**src/rtl/vga_stream_gen.sv**
```systemverilog
// ============================================================================
// Module      : vga_stream_gen
// Description : VGA timing plus pixel source (camera passthrough or a bouncing
//               green ball) with the ball's ground-truth grid cell.
//               Optional background grid lines: `define VGA_GRID_LINES_EN
// Revision    : 1.0 - initial release
// ============================================================================
`default_nettype none

module vga_stream_gen #(
  parameter int H_ACTIVE   = 640,
  parameter int H_FP       = 16,
  parameter int H_SYNC     = 96,
  parameter int H_BP       = 48,
  parameter int V_ACTIVE   = 480,
  parameter int V_FP       = 10,
  parameter int V_SYNC     = 2,
  parameter int V_BP       = 33,
  parameter int BALL_SIZE  = 16,
  parameter int BLOCK_SIZE = 16
) (
  input  logic        CLK,
  input  logic        RST,
  input  logic        PATTERN,
  input  logic [3:0]  STEP,
  input  logic [7:0]  CAM_R,
  input  logic [7:0]  CAM_G,
  input  logic [7:0]  CAM_B,
  output logic [12:0] VGA_H_CNT,
  output logic [12:0] VGA_V_CNT,
  output logic        HSYNC_N,
  output logic        VSYNC_N,
  output logic        BLANK,
  output logic        FRAME_START,
  output logic [7:0]  R_OUT,
  output logic [7:0]  G_OUT,
  output logic [7:0]  B_OUT,
  output logic [5:0]  BALL_X_REF,
  output logic [5:0]  BALL_Y_REF
);

  localparam int H_TOTAL = H_ACTIVE + H_FP + H_SYNC + H_BP;
  localparam int V_TOTAL = V_ACTIVE + V_FP + V_SYNC + V_BP;

  localparam logic [12:0] H_LAST  = 13'(H_TOTAL - 1);
  localparam logic [12:0] V_LAST  = 13'(V_TOTAL - 1);
  localparam logic [12:0] HS_END  = 13'(H_SYNC);
  localparam logic [12:0] VS_END  = 13'(V_SYNC);
  localparam logic [12:0] X_START = 13'(H_SYNC + H_BP);
  localparam logic [12:0] X_END   = 13'(H_SYNC + H_BP + H_ACTIVE);
  localparam logic [12:0] Y_START = 13'(V_SYNC + V_BP);
  localparam logic [12:0] Y_END   = 13'(V_SYNC + V_BP + V_ACTIVE);
  localparam logic [12:0] BSIZE13 = 13'(BALL_SIZE);
  localparam logic [10:0] X_LIM   = 11'(H_ACTIVE - BALL_SIZE);
  localparam logic [10:0] Y_LIM   = 11'(V_ACTIVE - BALL_SIZE);
  localparam logic [10:0] HALF    = 11'(BALL_SIZE / 2);
  localparam logic [10:0] BLK11   = 11'(BLOCK_SIZE);

  logic        run_q;
  logic [12:0] h_q, v_q, h_d, v_d;
  logic        hs_q, vs_q, blank_q, fs_q;
  logic        hs_d, vs_d, blank_d, fs_d;
  logic [7:0]  r_q, g_q, b_q, r_d, g_d, b_d;
  logic        mode_q;
  logic [10:0] bx_q, by_q, bx_d, by_d;
  logic        dx_q, dy_q, dx_d, dy_d;
  logic [5:0]  xref_q, yref_q, xref_d, yref_d;

  logic [12:0] x_d, y_d, bx_ext, by_ext;
  logic        in_ball, on_grid;
  logic [10:0] step11, nx, ny;

  // run_q holds the counters at 0 for the first cycle after reset release so
  // that cycle presents H=0,V=0 with FRAME_START.
  always_comb begin
    h_d = '0;
    v_d = '0;
    if (run_q) begin
      if (h_q == H_LAST) begin
        h_d = '0;
        v_d = (v_q == V_LAST) ? 13'd0 : v_q + 13'd1;
      end else begin
        h_d = h_q + 13'd1;
        v_d = v_q;
      end
    end
  end

  always_comb begin
    hs_d    = !(h_d < HS_END);
    vs_d    = !(v_d < VS_END);
    blank_d = !((h_d >= X_START) && (h_d < X_END) &&
                (v_d >= Y_START) && (v_d < Y_END));
    fs_d    = (h_d == 13'd0) && (v_d == 13'd0);
  end

  always_comb begin
    x_d     = h_d - X_START;
    y_d     = v_d - Y_START;
    bx_ext  = {2'b00, bx_q};
    by_ext  = {2'b00, by_q};
    in_ball = (x_d >= bx_ext) && (x_d < bx_ext + BSIZE13) &&
              (y_d >= by_ext) && (y_d < by_ext + BSIZE13);
`ifdef VGA_GRID_LINES_EN
    on_grid = ((x_d % 13'(BLOCK_SIZE)) == 13'd0) ||
              ((y_d % 13'(BLOCK_SIZE)) == 13'd0);
`else
    on_grid = 1'b0;
`endif
    r_d = 8'd0;
    g_d = 8'd0;
    b_d = 8'd0;
    if (!blank_d) begin
      if (!mode_q) begin
        r_d = CAM_R;
        g_d = CAM_G;
        b_d = CAM_B;
      end else if (in_ball) begin
        g_d = 8'd255;
      end else if (on_grid) begin
        r_d = 8'd128;
        g_d = 8'd128;
        b_d = 8'd128;
      end else begin
        r_d = 8'd32;
        g_d = 8'd32;
        b_d = 8'd32;
      end
    end
  end

  // Per-frame ball step; STEP=0 freezes both position and direction.
  always_comb begin
    bx_d   = bx_q;
    by_d   = by_q;
    dx_d   = dx_q;
    dy_d   = dy_q;
    step11 = {7'd0, STEP};
    nx     = bx_q + step11;
    ny     = by_q + step11;
    if (STEP != 4'd0) begin
      if (!dx_q) begin
        if (nx >= X_LIM) begin
          bx_d = X_LIM;
          dx_d = 1'b1;
        end else begin
          bx_d = nx;
        end
      end else if (bx_q <= step11) begin
        bx_d = '0;
        dx_d = 1'b0;
      end else begin
        bx_d = bx_q - step11;
      end
      if (!dy_q) begin
        if (ny >= Y_LIM) begin
          by_d = Y_LIM;
          dy_d = 1'b1;
        end else begin
          by_d = ny;
        end
      end else if (by_q <= step11) begin
        by_d = '0;
        dy_d = 1'b0;
      end else begin
        by_d = by_q - step11;
      end
    end
    xref_d = 6'((bx_d + HALF) / BLK11);
    yref_d = 6'((by_d + HALF) / BLK11);
  end

  always_ff @(posedge CLK) begin
    if (RST) begin
      run_q   <= 1'b0;
      h_q     <= '0;
      v_q     <= '0;
      hs_q    <= 1'b1;
      vs_q    <= 1'b1;
      blank_q <= 1'b1;
      fs_q    <= 1'b0;
      r_q     <= '0;
      g_q     <= '0;
      b_q     <= '0;
      mode_q  <= 1'b0;
      bx_q    <= '0;
      by_q    <= '0;
      dx_q    <= 1'b0;
      dy_q    <= 1'b0;
      xref_q  <= '0;
      yref_q  <= '0;
    end else begin
      run_q   <= 1'b1;
      h_q     <= h_d;
      v_q     <= v_d;
      hs_q    <= hs_d;
      vs_q    <= vs_d;
      blank_q <= blank_d;
      fs_q    <= fs_d;
      r_q     <= r_d;
      g_q     <= g_d;
      b_q     <= b_d;
      if (fs_q) begin
        mode_q <= PATTERN;
        bx_q   <= bx_d;
        by_q   <= by_d;
        dx_q   <= dx_d;
        dy_q   <= dy_d;
        xref_q <= xref_d;
        yref_q <= yref_d;
      end
    end
  end

  assign VGA_H_CNT   = h_q;
  assign VGA_V_CNT   = v_q;
  assign HSYNC_N     = hs_q;
  assign VSYNC_N     = vs_q;
  assign BLANK       = blank_q;
  assign FRAME_START = fs_q;
  assign R_OUT       = r_q;
  assign G_OUT       = g_q;
  assign B_OUT       = b_q;
  assign BALL_X_REF  = xref_q;
  assign BALL_Y_REF  = yref_q;

endmodule

`default_nettype wire

```
**config.mk**
```make
export PLATFORM = sky130hd
export DESIGN_NAME = vga_stream_gen
export DESIGN_NICKNAME = d
export VERILOG_FILES = /design/src/rtl/vga_stream_gen.sv
export SDC_FILE = /design/constraint.sdc
export NUM_CORES = 1
export LEC_CHECK = 0
export ABC_AREA = 1
export CORE_UTILIZATION = 55
export CTS_CLUSTER_DIAMETER = 50
export DETAILED_ROUTE_END_ITERATION = 7
export DONT_BUFFER_PORTS = 1
export PLACE_DENSITY_LB_ADDON = 0.05
export SLEW_MARGIN = 20
export SYNTH_ARGS = -nofsm -noshare
export SYNTH_HDL_FRONTEND = slang
export SYNTH_SLANG_ARGS = --single-unit
export TNS_END_PERCENT = 100
```
**constraint.sdc**
```tcl
create_clock -name CLK -period 8.2 [get_ports CLK]
set_clock_uncertainty 0.2 [all_clocks]
set_input_delay 0.82 -clock CLK [delete_from_list [all_inputs] [get_ports CLK]]
set_output_delay 0.82 -clock CLK [all_outputs]
set_load 0.02 [all_outputs]
```
==> impl_metrics.tcl, run 1 <==
set metrics [dict create \
    ant_nets 0 \
    clock_path_buffers 2 \
    p_sw_uw 432 \
    die_area_um2 14300 \
    drc 0 \
    max_freq_ghz 0.227 \
    crit_path_end_kind "flop" \
    setup_viol 0 \
    die_h_um 120 \
    clockPowerShare_pct 35.1 \
    p_leak_uw 0.00393 \
    cp_num_cells 27 \
    clkTransAtPathRegs_ns 0.07 \
    dieWidth_um 120 \
    critPathKind "reg -> reg" \
    ys_types 45 \
    syn_area_um2 7620 \
    slew_viol_final 0 \
    nNetsFinal 1280 \
    crit_path_start_kind "flop" \
    drive_above_1_share_pct 5.93 \
    reg2regPathDepth 27 \
    synth-edff-count 0 \
    postCtsSetupBuffers 0 \
    diodes 0 \
    io_buffers 0 \
    yosys_warnings 0 \
    swShare_pct 35.7 \
    cts_max_level 3 \
    p_per_area_nw_per_um2 151 \
    rsz0062_at_grt "false" \
    syn_nets 1296 \
    max_slew_margin_pct 56.1 \
    start_util_pct 56.9 \
    clk_latency_ns 0.36 \
    ff2ff_setup_slack_ns 3.79 \
    num_vias 7518 \
    slowest_delay_ns 0.58 \
    worst_path_dominant_cell_family "simple AND/OR/NAND/NOR gates" \
    critPathSlowestCell "dfxtp_1" \
    fin_setup_tns_ns 0 \
    cts_tree "done" \
    reg2reg_from "VGA_H_CNT[0]$_SDFF_PP0_" \
    fin_crit_ns 4.41 \
    synth_cells 1192 \
    ys_seq_area_share_pct 24.2 \
    placementRows 42 \
    place_ws_ns 3.81 \
    critPathMaxFanout 14 \
    num_io_pins 97 \
    drt-pass1-iter-count 6 \
    grt_pass1_vias 6839 \
    routabilityCongestion 0.936 \
    maxCapViolations 0 \
    reg2reg_to "B_OUT[5]$_SDFF_PP0_" \
    synth_async_sr_flop_share_pct 0 \
    cts_root_buffer "clkbuf_16" \
    cpMostUsedCell "nand2_1" \
    arrival_ns 4.47 \
    routedWlPerCell_um 15.0 \
    via_per_inst 5.54 \
    crit_buf_inv 3 \
    required_ns 8.26 \
    cts.sinks 92 \
    fillCellCount 1400 \
    final_hold_viol_count 0 \
    grt_use_total_pct 29.1 \
    cts_buffers 9 \
    avgSynthCellArea_um2 6.39 \
    synth_ff_type "dfxtp_1" \
    period_share_pct 53.8 \
    worst_slew_pin_slew_ns 0.657 \
    syn_to_final_growth_pct 5.09 \
    comb_power_share_pct 23.6 \
    grt_overflow 0 \
    p_int_uw 779 \
    grt_pass1_wl_um 33400 \
    finalWirelength_um 20300 \
    postLayoutSetupSlackWorst_ns 3.79 \
    dp_hpwl_um 15700 \
    worst_hold_path_type "reg -> reg" \
    grt_antenna_before_repair 0 \
    grt_max_degree 44 \
    endpoint "B_OUT[5]$_SDFF_PP0_" \
    drt_iter0_markers 561 \
    peakVddDrop_uv 99.6 \
    seqPwrFrac_pct 41.3 \
    synth_seq_cells 92 \
    status "finished clean" \
    holdBufCountCts 0 \
    core_um2 13400 \
    crit_path_start "VGA_H_CNT[0]$_SDFF_PP0_" \
    cts_resized 0 \
]
-- worst reg2reg max path: stages, from the launching register on --
cell	delay, ns
dfxtp_1	0.58
ha_1	0.27
nand2_2	0.11
nor2_4	0.15
nand4_2	0.11
nor2_4	0.33
inv_1	0.13
nand2_1	0.08
nand2_1	0.05
nand2_1	0.11
inv_1	0.09
nor2_1	0.15
inv_1	0.08
o21ai_0	0.30
xnor2_1	0.21
ha_1	0.29
a21oi_1	0.15
nor2_1	0.05
a211oi_1	0.16
o21ai_0	0.11
nand2_1	0.07
nand2_1	0.04
nand2_1	0.06
nand4_1	0.10
nor2_2	0.16
nand2_1	0.07
nand2_1	0.08
nor2_1	0.05
-- how the worst min path moves through the flow --
stage | startpoint | to | slack [ns] | cells past startpoint
after floorplan | bx_q[0]$_SDFFE_PP0P_ | bx_q[0]$_SDFFE_PP0P_ | 0.28 | 2
after global placement | by_q[0]$_SDFFE_PP0P_ | by_q[0]$_SDFFE_PP0P_ | 0.30 | 2
after detailed placement | by_q[0]$_SDFFE_PP0P_ | by_q[0]$_SDFFE_PP0P_ | 0.30 | 2
after CTS | by_q[0]$_SDFFE_PP0P_ | by_q[0]$_SDFFE_PP0P_ | 0.31 | 2
after global routing | RST | VGA_V_CNT[10]$_SDFF_PP0_ | 0.31 | 1
final | by_q[0]$_SDFFE_PP0P_ | by_q[0]$_SDFFE_PP0P_ | 0.31 | 2
-- power groups by stage --
stage | registers [uW] | clock network, uW | logic, uW
6_report | 500 | 426 | 286
5_1_grt | 503 | 454 | 326
4_1_cts | 499 | 433 | 283
3_5_place_dp | 510 | 0 | 280
3_3_place_gp | 509 | 0 | 278
2_1_floorplan | 496 | 0 | 232
-- flip-flops by register name, summed over array words and instances, names as in the netlist, 8 cells and up --
| name | count |
|---|---|
| VGA_H_CNT | 13 |
| by_q | 11 |
| R_OUT | 8 |
| G_OUT | 8 |
| bx_q | 11 |
| VGA_V_CNT | 13 |
| B_OUT | 8 |
-- cell usage after synthesis (3+ instances only) --
library cell	number	share of area, %
a211oi_1	3	0.30
a21boi_0	3	0.30
a21oi_1	40	2.6
a31oi_1	6	0.49
buf_2	8	0.53
buf_6	3	0.44
clkbuf_1	16	0.79
clkinv_1	6	0.30
dfxtp_1	92	24
fa_1	4	1.1
ha_1	69	11
inv_1	159	7.8
inv_2	7	0.34
nand2_1	293	14
nand2_2	6	0.49
nand3_1	118	7.7
nand3_2	8	1.1
nand3b_1	6	0.59
nand4_1	34	2.8
nor2_1	146	7.2
nor2_2	15	1.2
nor2_4	4	0.59
nor3_1	30	2.0
o211ai_1	5	0.49
o211ai_2	4	0.66
o21ai_0	37	2.4
o21bai_1	3	0.30
o221ai_1	9	1.0
xnor2_1	5	0.57
xor2_1	33	3.8
-- routing by layer --
layer	track usage (%)	vias to the layer above	part of all wire, %
li1	-	3849	-
met1	38.8	3404	46
met2	47.5	237	46
met3	5.61	28	6.9
met4	8.75	0	1.6
met5	0	-	0
-- placed cells by master (no fill, tap or decap), types with 30 or more instances in the layout --
cell type / count
a21oi_1: 40
dfxtp_1: 92
ha_1: 69
inv_1: 159
nand2_1: 293
nand3_1: 118
nand4_1: 34
nor2_1: 146
nor3_1: 30
o21ai_0: 37
xor2_1: 33
-- area by class of cell --
cell class / instances / area, um2 / share of cell area (%)
Inverter: 172 / 646 / 8.06
Timing Repair Buffer: 3 / 22.5 / 0.281
Sequential cell: 92 / 1840 / 23.0
Tap cell: 176 / 220 / 2.75
Clock inverter: 7 / 72.6 / 0.906
Multi-Input combinational cell: 898 / 4980 / 62.2
Clock buffer: 9 / 225 / 2.81
-- metrics by stage --
step	hold slack [ns]	util, %	power, uW	std cells	instance area (um2)
4_1_cts	0.313	59.8	1220	1357	8010
2_1_floorplan	0.278	-	728	1192	7620
3_5_place_dp	0.302	57.6	790	1341	7710
5_1_grt	0.310	59.8	1280	1357	8010
3_3_place_gp	0.302	57.6	787	1341	7710
6_report	0.311	59.8	1210	1357	8010
-- kinds of logic (layout without fill, tap and decap cells) --
| kind of cell | Yosys count | in the layout | share of synthesized area, % |
|---|---|---|---|
| compound gates | 117 | 117 | 9.36 |
| xor+xnor | 38 | 38 | 4.37 |
| fa+ha+maj | 73 | 73 | 12.4 |
| buf+inv | 202 | 191 | 10.5 |
| flops | 92 | 92 | 24.2 |
| simple gates | 670 | 670 | 39.3 |
(Power assumes the default switching activity.)
==> run 2: changes to the inputs <==
- clock period: 8.2 -> 4.2 ns (I/O delays scaled with it)
==> run 2 against run 1 <==
Against the previous run:
- first-iteration DRC count grew 29%
- hold slack lost 0.30 ns
- sequential cell count is the same
- critical path depth shrank 1
- maximum frequency is 13% higher
- count of clock-buffer cells in the layout stayed put
- setup slack lost 3.5 ns
- die area unchanged
- final cell count grew 3.3%
- combinational power is 110% higher
==> impl_metrics.tcl, run 2 (synthesized netlist as in run 1, its figures left out) <==
set metrics [dict create \
    drive_above_1_share_pct 8.16 \
    cts_tree "done" \
    fillCellCount 1286 \
    via_per_inst 5.53 \
    arrival_ns 3.96 \
    ant_nets 0 \
    slowest_delay_ns 0.44 \
    syn_to_final_growth_pct 10.7 \
    worst_hold_path_type "in -> reg" \
    status "finished clean" \
    clock_path_buffers 2 \
    critPathMaxFanout 7 \
    critPathKind "reg -> reg" \
    setup_viol 0 \
    cts_max_level 3 \
    num_io_pins 97 \
    die_h_um 120 \
    grt_max_degree 32 \
    final_common_cell "nand2_1" \
    crit_path_end_kind "flop" \
    rsz0062_at_grt "false" \
    diodes 0 \
    grt_pass1_vias 7218 \
    crit_buf_inv 4 \
    p_per_area_nw_per_um2 284 \
    drt_iter0_markers 726 \
    cts_root_buffer "clkbuf_16" \
    die_area_um2 14300 \
    peakVddDrop_uv 245 \
    io_buffers 0 \
    worst_path_dominant_cell_family "simple AND/OR/NAND/NOR gates" \
    grt_pass1_wl_um 34400 \
    grt_use_total_pct 30.0 \
    routabilityCongestion 0.980 \
    drc 0 \
    cts_buffers 9 \
    placementRows 42 \
    p_leak_uw 0.00415 \
    fin_area_um2 8440 \
    clk_latency_ns 0.36 \
    final_util_pct 63.0 \
    crit_path_start_kind "flop" \
    place_ws_ns 0.252 \
    max_slew_margin_pct 62.0 \
    dp_hpwl_um 15700 \
    grt_overflow 0 \
    finalWirelength_um 20800 \
    num_vias 7747 \
    worst_slew_pin_slew_ns 0.566 \
    critPathSlowestCell "dfxtp_1" \
    start_util_pct 56.9 \
    fin_crit_ns 3.91 \
    slew_viol_final 0 \
    maxCapViolations 0 \
    routedWlPerCell_um 14.8 \
    max_freq_ghz 0.256 \
    nNetsFinal 1325 \
    final_cell_mix "nand2_1, inv_1, nor2_1" \
    drt-pass1-iter-count 5 \
    placed_cell_area_um2 7860 \
    final_hold_viol_count 0 \
    clkTransAtPathRegs_ns 0.08 \
    postLayoutSetupSlackWorst_ns 0.292 \
    period_share_pct 93.0 \
    dieWidth_um 120 \
    required_ns 4.25 \
    cpMostUsedCell "nand2_1" \
    core_um2 13400 \
    cts.sinks 92 \
    fin_setup_tns_ns 0 \
    grt_antenna_before_repair 0 \
]
==> run 2: changes by cell type in the layout (fill, tap and decap cells not counted), moves of 4 or more <==
cell	previous run	this run
dfxtp_1	92	88
dlygate4sd3_1	0	23
dfxtp_2	0	4
buf_4	3	24
==> run 2: timing repair <==
action                                 CTS  global route
hold buffers                            24             0
setup buffers                            0             1
resized for setup                        0             9
endpoints found under the hold margin   54             0
setup endpoints to repair                0             9
==> run 2: layer usage <==
metal  GRT usage [%]  part of all wire [%]  wire length (um)  vias up
met3            4.61                   7.7              1590       37
met5               0                     0                 0        -
met2            49.7                    46              9530      290
met4            11.9                   2.3               483        0
met1            38.8                    44              9170     3490
li1                -                     -                 -     3930
==> run 2: final timing paths <==
path	to	depth (start not counted)	from	slack, ns
max reg2reg	G_OUT[4]$_SDFF_PP0_	26	VGA_V_CNT[0]$_SDFF_PP0_	0.29
min	G_OUT[7]$_SDFF_PP0_	2	CAM_G[7]	0.008
max	G_OUT[4]$_SDFF_PP0_	26	VGA_V_CNT[0]$_SDFF_PP0_	0.29
min reg2reg	G_OUT[5]$_SDFF_PP0_	2	mode_q$_SDFFE_PP0P_	0.32
==> run 2: metrics by stage <==
stage / hold slack (ns) / total power (uW) / instances
final: 0.00832 / 2400 / 1402
after global routing: 0.00218 / 2530 / 1402
after CTS: 0.000851 / 2400 / 1401
after detailed placement: 0.298 / 1540 / 1361
after global placement: 0.297 / 1540 / 1361
after floorplan: 0.278 / 1420 / 1192
==> run 2: final cells by class <==
class	count	area, um2	share of cell area, %
clock buffers	9	225	2.67
clock inverters	7	73.8	0.875
inverters	172	646	7.65
multi-input cells	898	4990	59.2
flip-flops and latches	92	1850	21.9
well taps	176	220	2.61
repair buffers	48	430	5.10
==> run 2: report_power, final <==
part           switching, uW  internal [uW]
Sequential              62.3            907
Clock                    412            423
Combinational            382            212
